## src/rtl/adiabatic_pkg.sv

```systemverilog
// Shared types and helpers for the adiabatic power-clock sequencer.
//   phase_e      : per-group power-clock phase (RAMP_UP, HOLD, RAMP_DN, WAIT)
//   seq_state_e  : sequencer FSM state (IDLE, FILL, RUN, DRAIN)
//   NPHASE       : number of phases in one power-clock period (fixed at 4)
//   safe_clog2   : counter width helper that never returns 0
package adiabatic_pkg;

    localparam int NPHASE = 4;

    typedef enum logic [1:0] {
        PH_RAMP_UP = 2'd0,
        PH_HOLD    = 2'd1,
        PH_RAMP_DN = 2'd2,
        PH_WAIT    = 2'd3
    } phase_e;

    typedef enum logic [1:0] {
        IDLE  = 2'd0,
        FILL  = 2'd1,
        RUN   = 2'd2,
        DRAIN = 2'd3
    } seq_state_e;

    // A counter over n values needs at least one bit even when n == 1.
    function automatic int safe_clog2(input int n);
        return (n > 1) ? $clog2(n) : 1;
    endfunction

endpackage

```

## src/rtl/adiabatic_ramp_gen.sv

```systemverilog
// Per-group level generator: maps the group's current phase and the shared
// step index onto a registered clkpos level code, plus the complementary
// clkneg code.
// Optional feature macro: ADIABATIC_CLKNEG_EN
//   defined     : clkneg_lvl = STEPS - clkpos_lvl, registered in the same cycle
//   not defined : clkneg_lvl tied to 0 (single-rail clocking)
// Ports:
//   clk, rst     : clock, asynchronous active-high reset
//   phase        : current phase of this group
//   step_idx     : charge step within the current phase, 0..STEPS-1
//   clkpos_lvl   : registered rail-select level code, 0..STEPS
//   clkneg_lvl   : complementary level code (see macro above)
module adiabatic_ramp_gen
    import adiabatic_pkg::*;
#(
    parameter  int STEPS = 8,
    localparam int LW    = $clog2(STEPS + 1),
    localparam int SW    = safe_clog2(STEPS)
) (
    input  logic          clk,
    input  logic          rst,
    input  phase_e        phase,
    input  logic [SW-1:0] step_idx,
    output logic [LW-1:0] clkpos_lvl,
    output logic [LW-1:0] clkneg_lvl
);

    logic [LW-1:0] lvl_nx;

    // Ramp up ends on STEPS and ramp down ends on 0, so every transition
    // between neighbouring phases moves the level by at most one code.
    always_comb begin
        lvl_nx = '0;
        unique case (phase)
            PH_RAMP_UP: lvl_nx = LW'(step_idx) + LW'(1);
            PH_HOLD:    lvl_nx = LW'(STEPS);
            PH_RAMP_DN: lvl_nx = LW'(STEPS - 1) - LW'(step_idx);
            default:    lvl_nx = '0;
        endcase
    end

    always_ff @(posedge clk or posedge rst) begin
        if (rst) begin
            clkpos_lvl <= '0;
        end else begin
            clkpos_lvl <= lvl_nx;
        end
    end

`ifdef ADIABATIC_CLKNEG_EN
    always_ff @(posedge clk or posedge rst) begin
        if (rst) begin
            clkneg_lvl <= LW'(STEPS);
        end else begin
            clkneg_lvl <= LW'(STEPS) - lvl_nx;
        end
    end
`else
    assign clkneg_lvl = '0;
`endif

endmodule

```

## src/rtl/adiabatic_pclk_sequencer.sv

```systemverilog
// Sequencer for 4-phase adiabatic power clocks. Group g lags group g-1 by one
// phase; each phase lasts STEPS*STEP_CYC cycles. Start-up fills the pipeline
// one group per phase, shutdown drains it without ever starting a new ramp.
// Optional feature macro: ADIABATIC_CLKNEG_EN (complementary clkneg levels,
// implemented in adiabatic_ramp_gen).
// Ports:
//   clk, rst     : clock, asynchronous active-high reset
//   run_req      : level request, 1 = run power clocks, 0 = drain and stop
//   busy         : high while the sequencer is not IDLE
//   phase_tick   : one-cycle pulse on the last cycle of every phase
//   grp_phase    : per-group phase_e, group g at [2g+1:2g]
//   clkpos_lvl   : per-group level code, group g at [LW*g +: LW]
//   clkneg_lvl   : per-group complementary level code
//   dbg_state    : current FSM state, for observation only
// run_req is a plain level, not a handshake: IDLE starts on any sampled 1,
// FILL/RUN latch a drain on any sampled 0, and DRAIN ignores it.
module adiabatic_pclk_sequencer
    import adiabatic_pkg::*;
#(
    parameter  int STEPS    = 8,
    parameter  int STEP_CYC = 4,
    localparam int NGRP     = NPHASE,
    localparam int LW       = $clog2(STEPS + 1)
) (
    input  logic               clk,
    input  logic               rst,
    input  logic               run_req,
    output logic               busy,
    output logic               phase_tick,
    output logic [2*NGRP-1:0]  grp_phase,
    output logic [LW*NGRP-1:0] clkpos_lvl,
    output logic [LW*NGRP-1:0] clkneg_lvl,
    output seq_state_e         dbg_state
);

    localparam int SW = safe_clog2(STEPS);
    localparam int CW = safe_clog2(STEP_CYC);

    seq_state_e    state, state_nx;
    logic [CW-1:0] cyc_cnt;
    logic [SW-1:0] step_idx;
    logic [1:0]    gphase;
    logic [1:0]    gnext;
    logic [NGRP-1:0] active, active_nx;
    logic          cyc_end, bnd, clear_cnt;
    phase_e        ph [NGRP];

    assign cyc_end = (cyc_cnt == CW'(STEP_CYC - 1));
    assign bnd     = cyc_end && (step_idx == SW'(STEPS - 1));
    // Group that enters RAMP_UP when the current phase ends.
    assign gnext   = gphase + 2'd1;

    // State register (also holds the per-group active bits).
    always_ff @(posedge clk or posedge rst) begin
        if (rst) begin
            state  <= IDLE;
            active <= '0;
        end else begin
            state  <= state_nx;
            active <= active_nx;
        end
    end

    // Next-state logic. A group only changes its active bit at a boundary
    // where it would be entering RAMP_UP, i.e. while it sits at level 0.
    always_comb begin
        state_nx  = state;
        active_nx = active;
        unique case (state)
            IDLE: begin
                if (run_req) begin
                    state_nx  = FILL;
                    active_nx = NGRP'(1);
                end
            end
            FILL: begin
                if (bnd) active_nx[gnext] = run_req;
                if (!run_req)                       state_nx = DRAIN;
                else if (bnd && gphase == 2'd2)     state_nx = RUN;
            end
            RUN: begin
                if (bnd) active_nx[gnext] = run_req;
                if (!run_req) state_nx = DRAIN;
            end
            DRAIN: begin
                if (bnd) active_nx[gnext] = 1'b0;
                if (active_nx == '0) state_nx = IDLE;
            end
            default: state_nx = IDLE;
        endcase
    end

    // Counters run in every non-IDLE state and are held at 0 otherwise,
    // including on the edge that returns to IDLE.
    assign clear_cnt = (state == IDLE) || (state_nx == IDLE);

    always_ff @(posedge clk or posedge rst) begin
        if (rst) begin
            cyc_cnt  <= '0;
            step_idx <= '0;
            gphase   <= '0;
        end else if (clear_cnt) begin
            cyc_cnt  <= '0;
            step_idx <= '0;
            gphase   <= '0;
        end else begin
            cyc_cnt <= cyc_end ? '0 : cyc_cnt + CW'(1);
            if (cyc_end) step_idx <= bnd ? '0 : step_idx + SW'(1);
            if (bnd)     gphase   <= gphase + 2'd1;
        end
    end

    // Output logic.
    always_comb begin
        busy       = (state != IDLE);
        phase_tick = (state != IDLE) && bnd;
        dbg_state  = state;
        grp_phase  = '0;
        for (int g = 0; g < NGRP; g++) begin
            ph[g] = active[g] ? phase_e'(gphase - 2'(g)) : PH_WAIT;
            grp_phase[2*g +: 2] = ph[g];
        end
    end

    for (genvar g = 0; g < NGRP; g++) begin : g_grp
        adiabatic_ramp_gen #(
            .STEPS (STEPS)
        ) u_ramp (
            .clk        (clk),
            .rst        (rst),
            .phase      (ph[g]),
            .step_idx   (step_idx),
            .clkpos_lvl (clkpos_lvl[LW*g +: LW]),
            .clkneg_lvl (clkneg_lvl[LW*g +: LW])
        );
    end

endmodule

```

## config.mk

```make
export PLATFORM = sky130hd
export DESIGN_NAME = adiabatic_pclk_sequencer
export DESIGN_NICKNAME = d
export VERILOG_FILES = /design/src/rtl/adiabatic_pkg.sv /design/src/rtl/adiabatic_ramp_gen.sv /design/src/rtl/adiabatic_pclk_sequencer.sv
export SDC_FILE = /design/constraint.sdc
export NUM_CORES = 1
export LEC_CHECK = 0
export CAP_MARGIN = 20
export CORE_MARGIN = 4
export CORE_UTILIZATION = 43
export DETAILED_ROUTE_END_ITERATION = 16
export HOLD_SLACK_MARGIN = 0.05
export PLACE_DENSITY_LB_ADDON = 0.3
export SYNTH_ARGS = -nofsm -noshare
export SYNTH_HDL_FRONTEND = slang
export SYNTH_SLANG_ARGS = --single-unit
```

## constraint.sdc

```tcl
create_clock -name clk -period 2.1 [get_ports clk]
set_clock_uncertainty 0.15 [all_clocks]
set_input_delay 0.21 -clock clk [delete_from_list [all_inputs] [get_ports clk]]
set_output_delay 0.21 -clock clk [all_outputs]
set_load 0.005 [all_outputs]
```

==> results of run 1 <==
stage by stage:
step	hold WS [ns]	instances	setup slack [ns]
2_1_floorplan	0.138	183	0.0577
3_3_place_gp	0.288	253	0.0314
3_5_place_dp	0.292	253	-0.0470
4_1_cts	0.157	263	0.0157
5_1_grt	0.226	266	-0.0312
6_report	0.154	266	0.0566
layout by cell type, fill, tap and decap left out, types with 2 or more instances in the layout:
| master | instances |
|---|---|
| ha_4 | 2 |
| a211oi_1 | 7 |
| clkbuf_8 | 6 |
| a31oi_1 | 2 |
| buf_4 | 19 |
| nand3_1 | 4 |
| dfrtp_1 | 29 |
| ha_1 | 7 |
| a21oi_1 | 10 |
| inv_2 | 3 |
| nor3_1 | 2 |
| nand2b_1 | 2 |
| nor3b_1 | 2 |
| clkdlybuf4s50_1 | 28 |
| o21ai_0 | 7 |
| a22o_1 | 3 |
| inv_1 | 5 |
| nor2_1 | 23 |
| mux2i_1 | 3 |
| nand2_1 | 9 |
| a32o_1 | 3 |
| ha_2 | 3 |
| conb_1 | 16 |
power breakdown:
group | total (W) | switching (W) | internal [W] | leakage [nW]
clock network | 0.000593 | 0.000206 | 0.000386 | 0.0585
logic | 0.00113 | 0.000603 | 0.000523 | 0.608
registers | 0.000686 | 0.0000542 | 0.000632 | 0.394
total | 0.00240 | 0.000864 | 0.00154 | 1.06
metal layers:
metal	global-route usage (%)	wire length, um	up-vias
met4	6.81	82	0
met2	25.7	1840	56
met3	4.17	270	10
met5	0	0	-
met1	20.0	1620	628
li1	-	-	651
tightest hold or removal path, delay by kind of cell:
kind     cells  cell delay [ns]
buf+inv      3             0.78
logic make-up after synthesis:
family / share of synthesized area (%)
buffers and inverters: 11.8
flip-flops: 43.4
AND/OR/NAND/NOR: 12.9
adder cells (fa/ha/maj): 8.98
AO/OA/AOI/OAI: 20.4
multiplexers: 1.80
XOR/XNOR: 0.524
other: 0.224
final cells by class:
type                    instances  area share [%]
multi-input cells             123            38.7
flip-flops and latches         29            32.1
repair buffers                 50            20.1
clock buffers                   7            3.81
well taps                      48            2.65
clock inverters                 1            1.33
inverters                       8            1.33
path summary, 6_finish.rpt:
check / endpoint / slack, ns / depth (start not counted)
worst min register to register: cyc_cnt[0] / 0.33 / 1
worst max-delay path: gphase[1] / 0.06 / 7
max in group asynchronous: g_grp[3].u_ramp.clkpos_lvl[2] / 1.38 / 3
worst min-delay path: active[3] / 0.15 / 3
worst max register to register: gphase[1] / 0.06 / 7
min in group clk: cyc_cnt[0] / 0.33 / 1
what timing repair did:
item / CTS / global route
setup endpoints to repair: 10 / 9
gates resized for setup: 8 / 10
setup buffers: 2 / 3
flip-flops by register name, indices dropped and copies added (netlist names):
signal                   cells
cyc_cnt                      2
active                       4
gphase                       2
dbg_state                    2
step_idx                     3
g_grp.u_ramp.clkpos_lvl     16
==> flow_summary.ini, run 1 <==
[status]
status = finished clean

[synth]
ys_types = 36
yosysMostFrequentCell = dfrtp_1
synth_area_leader_cell = dfrtp_1
yosys-top-cells-area = dfrtp_1 43%, ha_1 9.0%, buf_4 7.6%, nor2_1 5.2%, a211oi_1 3.1%
syn_avg_cell_area_um2 = 9.95
syn_inst = 168
yosysWarnings = 0
ys_ff_latch = 29
ys.flop_type = dfrtp_1
ys_seq_area_share_pct = 43.4
synth_edf_count = 0
ys_async_sr_fraction_pct = 100
synth_top_area_share_pct = 43.4
synth_area_um2 = 1670
synthTopCellsByCount = 29 x dfrtp_1, 23 x nor2_1, 17 x buf_4

[cts]
clk_latency_ns = 0.28
htree_num_levels = 2
clk_pin_slew_ns = 0.06
cts_buffers = 5
cts-root-buf = clkbuf_8
cts_tree = done
clock_path_buffers = 2
ctsHoldBuffers = 0
clock-sinks = 29

[timing]
fin_crit_sh_pct = 97.3
setup_violations = 0
period_needed_ns = 2.04
hold_viol = 0
max_freq_mhz = 489
maxSlewViolCount = 0
finalSetupTns_ns = 0

[critical_path]
crit_arrival_ns = 2.05
reg2reg_from = gphase[1]
crit_buf_inv = 2
crit_type = reg -> reg
cp-start-kind = flop
cp-end-kind = flop
cp_common_cell = buf_4
crit_path_start = gphase[1]
crit_family = simple AND/OR/NAND/NOR gates
crit_chain = buf_4 > ha_1 > nand3_4 > or3_4 > a211oi_4 > buf_4 > a211oi_1
crit_path_max_fanout = 7
cp_data_required_time_ns = 2.11
crit_slowest_cell = or3_4
max_stage_delay_ns = 0.41

[final_layout]
antenna_cells = 0
n_fill_cell = 317
drive_above_1_share_pct = 20.6
nNetsFinal = 232
multi_input_area_um2 = 876
design_area_um2 = 2260
final_core_util_pct = 60.9
ff_latch_area_um2 = 726
area_growth_pct = 35.4

[power]
p_total_w = 0.00240
p_per_area_nw_per_um2 = 1060
ir_drop_v = 0.000834
leakage_nw = 1.06

[die]
core-area_um2 = 3720
die-area_um2 = 4950
initial_utilization_pct = 45.0
pin_count = 47
std_cell_rows = 22
die_height_um = 70.4
die_w_um = 70.4

[drt]
num_vias = 1345
postRouteAntennaNets = 0
drt-total-wl_um = 3820
vias_per_cell = 5.06
drc = 0
drt-initial-drc-count = 70
dr.pass1.iters = 4
avgRoutedWirePerCell_um = 14.4

[global_routing]
grt_pass1_wl_um = 6370
antenna_found_initial = 0
gr-total-overflow = 0
grt_pass1_vias = 1376
grt_max_degree = 30
grt_usage_pct = 15.9

[placement]
gp_congestion = 0.935
hpwl_um = 2780
io_buffers = 30
place_area_um2 = 2030

[run]
maxCapViolCount = 0

[worst_hold_path]
min_path_type = in -> async
Power figures use the tool's default switching activity.
==> run 2: changes to the inputs <==
- CORE_UTILIZATION: 43 -> 45
- CTS_BUF_LIST: not set -> sky130_fd_sc_hd__clkbuf_8
- SLEW_MARGIN: not set -> 25
==> flow_summary.ini, run 2 (synthesis gave the netlist of run 1 again) <==
[final_layout]
top_regs = g_grp.u_ramp.clkpos_lvl x16, active x4, step_idx x3
largest_reg_flops = 16
layout_commonest_cell = dfrtp_1
multi_input_area_um2 = 883
n_fill_cell = 278
fin_cells = 267
area_growth_pct = 35.4
drive_above_1_share_pct = 21.3
final_cell_mix = 29 x dfrtp_1, 27 x clkdlybuf4s50_1, 23 x nor2_1, 23 x buf_4, 16 x conb_1
ff_latch_area_um2 = 726
nNetsFinal = 235
largest_register = g_grp.u_ramp.clkpos_lvl
final_core_util_pct = 65.3
antenna_cells = 0

[global_routing]
grt_max_degree = 30
grt_usage_pct = 17.3
gr-total-overflow = 0
grt_pass1_wl_um = 6020
grt_pass1_vias = 1293
antenna_found_initial = 0

[drt]
drt-initial-drc-count = 71
postRouteAntennaNets = 0
avgRoutedWirePerCell_um = 13.9
vias_per_cell = 5.16
dr.pass1.iters = 4
drc = 0
num_vias = 1377
drt-total-wl_um = 3720

[cts]
clk_pin_slew_ns = 0.06
clk_latency_ns = 0.28
cts_buffers = 5
htree_num_levels = 2
clock_path_buffers = 2
clock-sinks = 29
cts_tree = done
cts-root-buf = clkbuf_8

[timing]
max_freq_mhz = 491
hold_viol = 0
finalSetupTns_ns = 0
period_needed_ns = 2.04
fin_crit_sh_pct = 97.0
setup_violations = 0
timing.final.ws_setup_ns = 0.0636
maxSlewViolCount = 0

[run]
maxCapViolCount = 0

[critical_path]
crit_family = compound AO/OA/AOI/OAI gates
reg2regPathDepth = 7
cp_data_required_time_ns = 2.10
crit_buf_inv = 1
cp-end-kind = flop
crit_chain = ha_2 > ha_4 > nand3_4 > buf_4 > a22oi_1 > a21boi_0 > a221o_2
crit_cells = 7
crit_slowest_cell = dfrtp_1
crit_type = reg -> reg
crit_arrival_ns = 2.04
crit_path_max_fanout = 4
cp-start-kind = flop
max_stage_delay_ns = 0.37

[power]
leakage_nw = 1.05
seq_power_share_pct = 31.2
internal-power_w = 0.00137
p_comb_share_pct = 49.2
swShare_pct = 38.0
ir_drop_v = 0.000870
p_per_area_nw_per_um2 = 977
switchingPower_w = 0.000841
clkPwrFrac_pct = 19.6

[die]
die_w_um = 69.0
core-area_um2 = 3470
initial_utilization_pct = 48.2
std_cell_rows = 21
die_height_um = 69.0
pin_count = 47
die-area_um2 = 4750

[worst_hold_path]
min_path_type = in -> async

[placement]
io_buffers = 30
dpl.cell_count = 255
hpwl_um = 2740
pre_cts_slack_ns = -0.0155
gp_congestion = 0.852

[status]
status = finished clean
[run 2: changes by cell type in the layout (fill, tap and decap cells not counted), sizes merged]
cell,delta
bufinv,-1
clkinv,+2
clkdlybuf4s50,-1
dlymetal6s2s,+2
clkinvlp,+1
clkbuf,-2
buf,+3
dlygate4sd2,-1
[run 2: what timing repair did]
| item | CTS | global route |
|---|---|---|
| gates resized for setup | 5 | 11 |
| buffers inserted | 1 | 3 |
| hold buffers | 0 | 0 |
| endpoints found under the setup margin | 4 | 11 |
| pin swaps | 0 | 3 |
[run 2: path summary, 6_finish.rpt]
path	to	slack [ns]	startpoint
max	dbg_state[0]	0.06	step_idx[0]
max reg2reg	dbg_state[0]	0.06	step_idx[0]
max in group asynchronous	g_grp[2].u_ramp.clkpos_lvl[0]	1.38	rst
min	active[2]	0.15	rst
min reg2reg	cyc_cnt[0]	0.35	cyc_cnt[0]
min in group clk	cyc_cnt[0]	0.35	cyc_cnt[0]
[run 2: layer usage]
layer | track usage, % | routed length [um] | part of all wire (%) | vias to the layer above
met5 | 0 | 0 | 0 | -
met4 | 6.57 | 48 | 1.3 | 0
met3 | 3.57 | 295 | 7.9 | 8
met2 | 30.1 | 1850 | 50 | 61
met1 | 21.0 | 1520 | 41 | 649
li1 | - | - | - | 659
[run 2: power groups by stage]
stage | registers [W] | logic (W) | clock network (W)
after floorplan | 0.000700 | 0.000655 | 0
after global placement | 0.000691 | 0.000957 | 0
after detailed placement | 0.000694 | 0.000986 | 0
after CTS | 0.000684 | 0.00100 | 0.000444
after global routing | 0.000697 | 0.00119 | 0.000472
final | 0.000690 | 0.00109 | 0.000433
[run 2: layout make-up]
type	count	share of cell area (%)
Timing Repair Buffer	53	21.2
Sequential cell	29	32.1
Tap cell	46	2.54
Clock buffer	5	3.04
Clock inverter	3	0.774
Multi-Input combinational cell	123	39.0
Inverter	8	1.33
[run 2: through the flow]
step	area, um^2	power (W)	hold WS [ns]
floorplan	1730	0.00135	0.138
global route	2260	0.00236	0.181
global placement	2060	0.00165	0.286
detailed placement	2060	0.00168	0.309
CTS	2190	0.00213	0.162
finish	2260	0.00221	0.152
[run 2: worst register-to-register path: stages, from the launching register on]
cell	delay, ns
dfrtp_1	0.37
ha_2	0.20
ha_4	0.16
nand3_4	0.08
buf_4	0.15
a22oi_1	0.26
a21boi_0	0.18
a221o_2	0.37
==> run 3: changes to the inputs <==
- CORE_MARGIN: 4 -> not set
==> flow_summary.ini, run 3 (synthesis gave the netlist of run 1 again) <==
[critical_path]
cp-end-kind = flop
crit_path_start = gphase[1]
r2r_end = cyc_cnt[0]
crit_path_max_fanout = 7
r2r_setup_slack_ns = 0.09
crit_arrival_ns = 2.04
crit_type = reg -> reg
cp_data_required_time_ns = 2.13
reg2reg_from = gphase[1]
endpoint = cyc_cnt[0]
cp-start-kind = flop
reg2regPathDepth = 7

[final_layout]
nNetsFinal = 232
area_growth_pct = 36.5
top_regs = g_grp.u_ramp.clkpos_lvl x16, active x4, step_idx x3
largest_register = g_grp.u_ramp.clkpos_lvl
largest_reg_flops = 16
final_core_util_pct = 66.3
multi_input_area_um2 = 888
n_fill_cell = 274
ff_latch_area_um2 = 728
drive_above_1_share_pct = 20.6
antenna_cells = 0
fin_cells = 264
final_cell_mix = 27 x dfrtp_1, 27 x clkdlybuf4s50_1, 23 x nor2_1

[cts]
clock_path_buffers = 2
ctsHoldBuffers = 0
cts_buffers = 5
cts-root-buf = clkbuf_8
clock-sinks = 29
clk_pin_slew_ns = 0.06
cts_tree = done
htree_num_levels = 2
clk_latency_ns = 0.28

[placement]
dpl.cell_count = 252
gp_congestion = 0.885
hpwl_um = 2750
io_buffers = 30

[die]
pin_count = 47
initial_utilization_pct = 48.6
core-area_um2 = 3440
std_cell_rows = 21
die-area_um2 = 3960
die_height_um = 63.0
die_w_um = 63.0

[worst_hold_path]
min_path_type = in -> async

[drt]
num_vias = 1379
drt-total-wl_um = 3910
drt-initial-drc-count = 64
avgRoutedWirePerCell_um = 14.8
drc = 0
vias_per_cell = 5.22
postRouteAntennaNets = 0
dr.pass1.iters = 4

[timing]
finalSetupTns_ns = 0
max_freq_mhz = 498
setup_violations = 0
period_needed_ns = 2.01
holdWs_ns = 0.156
fin_crit_sh_pct = 95.7
hold_viol = 0
maxSlewViolCount = 0

[global_routing]
grt_pass1_vias = 1241
grt_usage_pct = 20.7
antenna_found_initial = 0
gr-total-overflow = 0
grt_pass1_wl_um = 6210
grt_max_degree = 30

[power]
ir_drop_v = 0.000868
leakage_nw = 1.04
p_per_area_nw_per_um2 = 1070

[run]
maxCapViolCount = 0

[status]
status = finished clean
[run 3: cell types whose count changed in the layout (fill, tap and decap cells not counted), moves of 2 or more]
cell	previous run	this run
ha_2	1	3
buf_4	23	19
ha_1	7	5
dfrtp_2	0	2
dfrtp_1	29	27
clkinv_2	2	0
[run 3: worst min-delay path by stage]
stage | slack (ns) | end | startpoint
2_1_floorplan | 0.14 | active[0] | rst
6_report | 0.16 | active[1] | rst
5_1_grt | 0.20 | active[1] | rst
3_5_place_dp | 0.31 | cyc_cnt[0] | cyc_cnt[0]
4_1_cts | 0.17 | active[1] | rst
3_3_place_gp | 0.29 | cyc_cnt[0] | cyc_cnt[0]
[run 3: worst max-delay path, cell delays in order (launching register included)]
cell and delay [ns]:
dfrtp_2 0.42, buf_4 0.15, buf_4 0.15, ha_1 0.22, nand3_1 0.10, a22oi_1 0.10
a21o_2 0.27, a2111oi_4 0.35
[run 3: layout make-up]
class | instances | area share [%]
tap | 46 | 2.52
timing repair buffer | 50 | 20.2
clock inverter | 2 | 1.48
sequential | 29 | 31.9
multi-input combinational | 123 | 38.9
clock buffer | 6 | 3.62
inverter | 8 | 1.32
[run 3: report_power, final]
part	internal (W)	total [W]	leakage, nW	switching [W]
Combinational	0.000557	0.00116	0.591	0.000601
Sequential	0.000633	0.000693	0.391	0.0000597
Clock	0.000381	0.000592	0.0626	0.000211
Total	0.00157	0.00244	1.04	0.000871
[run 3: stage by stage]
stage          power, W  setup WS [ns]  area (um^2)
5_1_grt         0.00257      -0.000486         2280
3_3_place_gp    0.00163          0.110         2040
4_1_cts         0.00227       0.000151         2190
6_report        0.00244         0.0912         2280
2_1_floorplan   0.00135         0.0577         1730
3_5_place_dp    0.00167       0.000894         2040
[run 3: repair_timing]
item | 4_1_cts | 5_1_grt
setup buffers | 2 | 2
gates resized for setup | 4 | 16
endpoints found under the setup margin | 4 | 9
pin swaps | 0 | 2
[run 3: metal layers]
metal  wire length, um  global-route usage (%)
met2              1870                    32.7
met4               103                    9.01
met1              1730                    26.2
met5                 0                       0
met3               214                    5.84
